<file path="src/rtl/cic_out_shaper.sv">
// Output stage after the CIC interpolator: decimate to the true sample rate, remove CIC gain with
// round-half-up and saturation, optional offset-binary coding, then a show-ahead FIFO toward the DAC.
module cic_out_shaper #(
   parameter int IN_W         = 23,
   parameter int OUT_W        = 12,
   parameter int SHIFT        = 8,
   parameter int DIV_NUM      = 3,
   parameter int SAMPLE_PHASE = 0,
   parameter int FIFO_DEPTH   = 4,
   parameter int OFFSET_BIN   = 1
) (
   input  logic                   sclk,
   input  logic                   rst_n,
   input  logic signed [IN_W-1:0] data_in,
   input  logic                   data_v,
   output logic [OUT_W-1:0]       dout,
   output logic                   dout_v,
   input  logic                   dout_rdy,
   output logic                   ovf_drop,
   output logic [15:0]            sat_cnt
);

   localparam int PH_W = (DIV_NUM < 1) ? 1 : $clog2(DIV_NUM + 1);
   localparam int AW   = $clog2(FIFO_DEPTH);
   localparam logic [PH_W-1:0]  PH_LAST = PH_W'(DIV_NUM);
   localparam logic [PH_W-1:0]  PH_CAP  = PH_W'(SAMPLE_PHASE);
   localparam logic [OUT_W-1:0] IDLE    = (OFFSET_BIN != 0) ? {1'b1, {(OUT_W-1){1'b0}}} : '0;

   // One extra bit of headroom so the rounding offset can never wrap.
   function automatic logic signed [IN_W:0] round_half_up(input logic signed [IN_W-1:0] x);
      logic signed [IN_W:0] half;
      half            = '0;
      half[SHIFT-1]   = 1'b1;
      return $signed({x[IN_W-1], x}) + half;
   endfunction

   // Returns {clip, code}; code already carries the output coding.
   function automatic logic [OUT_W:0] sat_shape(input logic signed [IN_W:0] s);
      logic signed [IN_W:0] q;
      logic signed [IN_W:0] hi;
      logic signed [IN_W:0] lo;
      logic [OUT_W-1:0]     code;
      logic                 clip;
      q  = s >>> SHIFT;
      hi = {{(IN_W-OUT_W+2){1'b0}}, {(OUT_W-1){1'b1}}};
      lo = ~hi;
      if (q > hi) begin
         code = {1'b0, {(OUT_W-1){1'b1}}};
         clip = 1'b1;
      end else if (q < lo) begin
         code = {1'b1, {(OUT_W-1){1'b0}}};
         clip = 1'b1;
      end else begin
         code = q[OUT_W-1:0];
         clip = 1'b0;
      end
      if (OFFSET_BIN != 0) code[OUT_W-1] = ~code[OUT_W-1];
      return {clip, code};
   endfunction

   logic [PH_W-1:0]       ph_cnt;
   logic                  cap_p0;
   logic signed [IN_W:0]  sum_p1;
   logic                  vld_p1;
   logic [OUT_W:0]        shaped_p1;
   logic [OUT_W-1:0]      code_p2;
   logic                  vld_p2;

   logic [OUT_W-1:0]      mem [FIFO_DEPTH];
   logic [AW:0]           wr_ptr;
   logic [AW:0]           rd_ptr;
   logic                  empty;
   logic                  full;
   logic                  pop;
   logic                  push;

   assign cap_p0    = data_v && (ph_cnt == PH_CAP);
   assign shaped_p1 = sat_shape(sum_p1);

   assign empty    = (wr_ptr == rd_ptr);
   assign full     = (wr_ptr[AW] != rd_ptr[AW]) && (wr_ptr[AW-1:0] == rd_ptr[AW-1:0]);
   assign dout_v   = !empty;
   assign pop      = dout_v && dout_rdy;
   assign push     = data_v && vld_p2 && (!full || pop);
   assign ovf_drop = data_v && vld_p2 && full && !pop;
   assign dout     = empty ? IDLE : mem[rd_ptr[AW-1:0]];

   // Control state: phase counter, stage valids, FIFO pointers, clip counter.
   always_ff @(posedge sclk or negedge rst_n) begin
      if (!rst_n) begin
         ph_cnt  <= '0;
         vld_p1  <= 1'b0;
         vld_p2  <= 1'b0;
         wr_ptr  <= '0;
         rd_ptr  <= '0;
         sat_cnt <= '0;
      end else if (!data_v) begin
         ph_cnt  <= '0;
         vld_p1  <= 1'b0;
         vld_p2  <= 1'b0;
         wr_ptr  <= '0;
         rd_ptr  <= '0;
      end else begin
         ph_cnt <= (ph_cnt == PH_LAST) ? '0 : ph_cnt + 1'b1;
         vld_p1 <= cap_p0;
         vld_p2 <= vld_p1;
         if (push) wr_ptr <= wr_ptr + 1'b1;
         if (pop)  rd_ptr <= rd_ptr + 1'b1;
         if (vld_p1 && shaped_p1[OUT_W] && (sat_cnt != 16'hFFFF)) sat_cnt <= sat_cnt + 16'd1;
      end
   end

   // p0 -> p1: rounding offset added at capture.
   always_ff @(posedge sclk) begin
      if (cap_p0) sum_p1 <= round_half_up(data_in);
   end

   // p1 -> p2: shift, saturate and code.
   always_ff @(posedge sclk) begin
      if (vld_p1) code_p2 <= shaped_p1[OUT_W-1:0];
   end

   // p2 -> FIFO storage.
   always_ff @(posedge sclk) begin
      if (push) mem[wr_ptr[AW-1:0]] <= code_p2;
   end

endmodule

</file>
<file path="config.mk">
export PLATFORM = sky130hd
export DESIGN_NAME = cic_out_shaper
export DESIGN_NICKNAME = d
export VERILOG_FILES = /design/src/rtl/cic_out_shaper.sv
export SDC_FILE = /design/constraint.sdc
export NUM_CORES = 1
export LEC_CHECK = 0
export ABC_CLOCK_PERIOD_IN_PS = 2000
export CAP_MARGIN = 20
export CELL_PAD_IN_SITES_DETAIL_PLACEMENT = 0
export CELL_PAD_IN_SITES_GLOBAL_PLACEMENT = 2
export CORE_AREA = 2 2 108 110
export CTS_BUF_LIST = sky130_fd_sc_hd__clkbuf_8
export DETAILED_ROUTE_END_ITERATION = 8
export DIE_AREA = 0 0 110 112
export PLACE_DENSITY = 0.78
export SLEW_MARGIN = 20
export SYNTH_ARGS = -nofsm -noshare
export SYNTH_HDL_FRONTEND = slang
export SYNTH_SLANG_ARGS = --single-unit
</file>
<file path="constraint.sdc">
create_clock -name sclk -period 2 [get_ports sclk]
set_clock_uncertainty 0.1 [all_clocks]
set_input_delay 0.4 -clock sclk [delete_from_list [all_inputs] [get_ports sclk]]
set_output_delay 0.4 -clock sclk [all_outputs]
set_load 0.02 [all_outputs]
</file>
==> flow_summary.toml, run 1 <==
[drt]
first_pass_iters = 5
vias = 2685
via_per_inst = 4.900
finalWirelength_um = 7960
ant_nets = 0
drt_iter0_markers = 96
wl_per_cell_um = 14.53
drc = 0

[logic_synthesis]
ys_seq_area_share_pct = 65.40
async_reset_ff_share_pct = 25.49
synthDistinctLibCells = 44
synthTopCellsByArea = "edfxtp_1, dfrtp_1, mux4_2"
syn_area_per_cell_sq_um = 15.15
synth_top_area_share_pct = 50.89
synth-edff-count = 76
netlist_area_sq_mm = 0.004484
synth-main-ff-cell = "edfxtp_1"
synth_seq_cells = 102
synth_nets = 332
yosysMostFrequentCell = "edfxtp_1"
synthTopCellsByCount = "edfxtp_1, dfrtp_1, xnor2_1, nand2_1"
syn_inst = 296
ys.warnings.count = 0
yosys.area.top_type = "edfxtp_1"

[sta]
setup_viol = 14
hold_slack_ns = 0.3048
hold_viol = 0
fmaxAchievable_mhz = 412.0
rsz0062_at_grt = "true"
relSlewSlack_pct = 54.49
post-route-min-period_ns = 2.427
final.setup.tns_ns = -5.322
fin_ws_ns = -0.4273
worstMarginPinSlew_ns = 0.6802
maxSlewViolCount = 0
min_period_over_period_pct = 121.4

[place]
port_buffers = 49
place.gp.congestion = 0.7609
post_dp_cell_area_sq_mm = 0.005490
dp_hpwl_um = 5378

[floorplan]
die_h_um = 112
start_util_pct = 40.13
die_w_um = 110
num_io_pins = 57
die_area_sq_mm = 0.01232
row_count = 39
coreArea_sq_mm = 0.01117

[clock_tree]
cts_buffers = 9
clkSlewWorstSetupHoldPaths_ns = 0.11
worstSkewPairLatency_ns = 0.36
cts_tree = "done"
clkSinkCount = 102
ctsRootBufferMaster = "clkbuf_8"
cts.htree.levels = 3
max-clock-path-buffers = 2

[setup_path]
worstSetupEndpointType = "primary output"
r2r_slack_ns = 0.07
cp.required_ns = 1.50
r2r_cells = 6
crit_path_max_fanout = 6
rr_startpoint = "wr_ptr[2]"
critPathLaunchType = "flip-flop"
worstSetupPathType = "flip-flop to primary output"
critPathArrivalTime_ns = 1.93
timing.rr.end = "mem[1][8]"

[global_route]
grt_pass1_vias = 2731
antenna_found_initial = 0
grt_util_all_layers_pct = 14.13
grt_max_degree = 27
grt_pass1_wl_um = 13310
grt_overflow_total = 0

[outcome]
outcome = "finished with violations"
violations = "negative setup slack"

[power_and_ir_drop]
powerDensity_mw_per_mm2 = 836.1
peakVddDrop_mv = 0.4754
leakage_uw = 0.002308

[finish]
n_antenna_cell = 0
drive_above_1_share_pct = 28.40
finalNetCount = 436
fin_area_sq_mm = 0.005929
area.growth.synth_to_final_pct = 32.23

[run]
drv_cap = 0

[worst_hold_path]
min-delay-path-class = "input port to async pin"
-- repair_timing --
action                                 in CTS  in global routing
buffers inserted                           10                  1
endpoints found under the hold margin       0                  0
pin swaps                                   1                  0
setup endpoints to repair                  14                 19
hold buffers                                0                  0
gates cloned                                2                  0
gates resized for setup                    82                 17
-- cells by family after synthesis --
kind of cell               count (synthesis)  synth area share (%)
AOI/OAI and AO/OA                         28                 4.883
xor gates and xnor gates                  32                 6.417
adders and majority gates                  9                 2.511
buffers and inverters                     16                 1.646
DFF                                      102                 65.40
muxes                                     17                 7.227
and+or+nand+nor                           92                 11.91
-- critical path, stage by stage, from the launching register on --
cell     delay (ns)
dfrtp_2        0.44
buf_12         0.13
buf_12         0.12
buf_6          0.09
mux4_2         0.49
nor2b_1        0.14
buf_4          0.15
-- layout by cell type (no fill, tap or decap), types with 11 or more instances in the layout --
cell type	synthesis	final
xnor2_1	26	25
buf_4	1	42
clkdlybuf4s50_1	0	31
mux4_2	12	12
edfxtp_1	76	76
nand3_1	11	11
buf_6	1	12
dfrtp_1	26	24
a21o_1	11	11
nand2_1	15	15
and2_1	11	11
-- sequential cells by signal, indices dropped and copies added (netlist names) --
| name | flops |
|---|---|
| mem | 48 |
| sat_cnt | 16 |
| sum_p1 | 16 |
| code_p2 | 12 |
| rd_ptr | 3 |
| wr_ptr | 3 |
| ph_cnt | 2 |
| vld_p1 | 1 |
| vld_p2 | 1 |
-- per-layer routing --
layer | global-route usage, % | vias to the layer above | wire, um | part of all wire (%)
li1 | - | 1330 | - | -
met1 | 18.66 | 1310 | 3628 | 46
met2 | 22.99 | 41 | 4036 | 51
met3 | 2.576 | 4 | 247 | 3.1
met4 | 5.570 | 0 | 48 | 0.60
met5 | 0 | - | 0 | 0
-- power breakdown --
group | switching (uW) | leakage (uW) | internal [uW]
logic | 492 | 0.00116 | 637
registers | 113 | 0.00104 | 2430
clock network | 784 | 0.000104 | 505
total | 1390 | 0.00231 | 3570
-- how the worst max path moves through the flow --
stage	start	endpoint	slack (ns)	depth (start not counted)
floorplan	rd_ptr[0]	dout[11]	0.02	6
global route	rd_ptr[0]	dout[6]	-0.50	6
detailed placement	data_v	ovf_drop	-0.45	4
finish	rd_ptr[0]	dout[8]	-0.43	6
global placement	data_v	ovf_drop	-0.43	4
CTS	rd_ptr[0]	dout[8]	-0.44	6
-- layout make-up --
class | instances | area (sq um)
clock inverters | 7 | 78.83
clock buffers | 9 | 123.9
fillers | 933 | 5245
well taps | 143 | 178.9
multi-input cells | 178 | 1543
repair buffers | 102 | 1041
flip-flops and latches | 102 | 2935
inverters | 7 | 28.78
-- metrics by stage --
stage | setup WS [ns] | instances | utilization, % | total power, uW
after floorplan | 0.01837 | 296 | - | 3062
after global placement | -0.4299 | 519 | 49.13 | 3503
after detailed placement | -0.4476 | 519 | 49.13 | 3518
after CTS | -0.4424 | 547 | 52.46 | 4981
after global routing | -0.5045 | 548 | 53.06 | 5214
final | -0.4273 | 548 | 53.06 | 4958
Power figures use the tool's default switching activity.
==> run 2: changes to the inputs <==
CORE_AREA = 2 2 111 113   (was 2 2 108 110)
CTS_BUF_LIST = sky130_fd_sc_hd__clkbuf_16   (was sky130_fd_sc_hd__clkbuf_8)
DIE_AREA = 0 0 113 115   (was 0 0 110 112)
GPL_ROUTABILITY_DRIVEN = 0   (was unset)
PLACE_DENSITY = 0.74   (was 0.78)
==> run 2 against run 1 <==
The run ends with design-rule violations, negative setup slack left. Utilization fell by 3.0 points. Sequential share of layout area rose by 0.13 points. Die area rose by 5.5%. Largest cell class unchanged.
==> flow_summary.toml, run 2 (synthesized netlist as in run 1, its figures left out) <==
[outcome]
outcome = "finished with violations"
violations = "design-rule violations, negative setup slack"

[sta]
rsz0062_at_grt = "true"
relSlewSlack_pct = 52.62
min_period_over_period_pct = 113.6
fin_ws_ns = -0.2711
post-route-min-period_ns = 2.271
hold_viol = 0
setup_viol = 14
worstMarginPinSlew_ns = 0.7081
fmaxAchievable_mhz = 440.3
maxSlewViolCount = 0

[floorplan]
die_area_sq_mm = 0.01300
coreArea_sq_mm = 0.01181
row_count = 40
die_h_um = 115
start_util_pct = 37.97
die_w_um = 113
num_io_pins = 57

[setup_path]
worstSetupEndpointType = "primary output"
critPathLaunchType = "flip-flop"
cp_slowest_cell = "mux4_2"
crit_path_max_fanout = 5
path_cells = "buf_6 -> buf_12 -> mux4_2 -> nor2b_4 -> buf_6"
slowest_delay_ns = 0.51
worstSetupPathType = "flip-flop to primary output"
cp_common_cell = "buf_6"
critPathArrivalTime_ns = 1.77
cp.required_ns = 1.50

[run]
drv_cap = 0

[finish]
largest_reg_flops = 48
finalNetCount = 429
fin_area_sq_mm = 0.005914
n_antenna_cell = 0
nFillCells = 1031
final_cell_mix = "edfxtp_1, buf_4, clkdlybuf4s50_1"
drive_above_1_share_pct = 27.39
finish.utilization_pct = 50.07
final_common_cell = "edfxtp_1"
area.growth.synth_to_final_pct = 31.89

[worst_hold_path]
min-delay-path-class = "input port to async pin"

[place]
post_dp_cell_area_sq_mm = 0.005510
preCtsSetupSlack_ns = -0.4983
port_buffers = 49
dp_hpwl_um = 5631

[drt]
finalWirelength_um = 8069
drt_iter0_markers = 144
vias = 2682
via_per_inst = 4.921
wl_per_cell_um = 14.81
drc = 2
ant_nets = 0
first_pass_iters = 6

[power_and_ir_drop]
leakage_uw = 0.002273
powerDensity_mw_per_mm2 = 907.2
peakVddDrop_mv = 0.4722
p_total_uw = 5366

[global_route]
grt_util_all_layers_pct = 13.44
grt_use_met3_pct = 2.952
grt-busiest-layer = "met2"
antenna_found_initial = 0
grt_max_degree = 27
grt_pass1_vias = 2691
grt_pass1_wl_um = 13420
grt_overflow_total = 0
use_met2_pct = 22.79
grtUsageMet1_pct = 17.04

[clock_tree]
clkSinkCount = 102
ctsRootBufferMaster = "clkbuf_16"
max-clock-path-buffers = 2
cts_hold_buf = 0
cts_buffers = 9
cts_tree = "done"
worstSkewPairLatency_ns = 0.34
cts.htree.levels = 3
clkSlewWorstSetupHoldPaths_ns = 0.08
[run 2: changes by cell type in the layout (fill, tap and decap cells not counted), moves of 2 or more]
| cell | before | now |
|---|---|---|
| clkbuf_16 | 0 | 9 |
| buf_2 | 3 | 7 |
| buf_6 | 12 | 9 |
| dlymetal6s2s_1 | 4 | 2 |
| buf_4 | 42 | 38 |
| clkbuf_8 | 9 | 0 |
| buf_12 | 8 | 6 |
| clkdlybuf4s50_1 | 31 | 33 |
| buf_16 | 2 | 0 |
[run 2: per-stage QoR]
step / std cells / TNS [ns] / hold slack [ns]
after detailed placement: 525 / -18.53 / 0.3578
after global routing: 545 / -4.482 / 0.3640
after floorplan: 296 / 0 / 0.004409
after CTS: 544 / -3.830 / 0.3478
final: 545 / -3.401 / 0.3461
after global placement: 525 / -17.52 / 0.3482
[run 2: area by class of cell]
type | count | area, sq um | area share (%)
Clock buffer | 9 | 225.2 | 3.808
Clock inverter | 7 | 97.59 | 1.650
Inverter | 7 | 26.28 | 0.4443
Multi-Input combinational cell | 178 | 1549 | 26.19
Sequential cell | 102 | 2935 | 49.63
Tap cell | 147 | 183.9 | 3.110
Timing Repair Buffer | 95 | 897.1 | 15.17
[run 2: path summary, 6_finish.rpt]
kind / to / start / slack, ns / cells past startpoint
max in group asynchronous: sat_cnt[0] / rst_n / 1.16 / 2
min reg2reg: ph_cnt[0] / ph_cnt[0] / 0.36 / 1
max reg2reg: mem[2][11] / wr_ptr[2] / 0.07 / 6
min in group sclk: ph_cnt[0] / ph_cnt[0] / 0.36 / 1
max: dout[9] / rd_ptr[0] / -0.27 / 5
min: sat_cnt[6] / rst_n / 0.35 / 2
[run 2: what timing repair did]
action                                  4_1_cts  5_1_grt
setup buffers                                 2        1
endpoints found under the setup margin       14       17
pin swaps                                     1        0
gates resized for setup                      77       16
cloned                                        1        0
[run 2: power breakdown]
part | switching [uW] | total, uW | internal [uW]
sequential | 113 | 2540 | 2430
clock | 813 | 1830 | 1010
combinational | 471 | 995 | 524
total | 1400 | 5370 | 3970
[run 2: per-layer routing]
metal / wire (um) / share of wire (%) / up-vias
li1: - / - / 1325
met1: 3635 / 45 / 1304
met2: 4103 / 51 / 47
met3: 248 / 3.1 / 6
met4: 81 / 1.0 / 0
met5: 0 / 0 / -
[run 2: critical path, delay by kind of cell (launching register included)]
kind,cells,cell delay [ns]
buffers and inverters,3,0.38
flip-flops,1,0.41
multiplexers,1,0.51
AND/OR/NAND/NOR,1,0.14
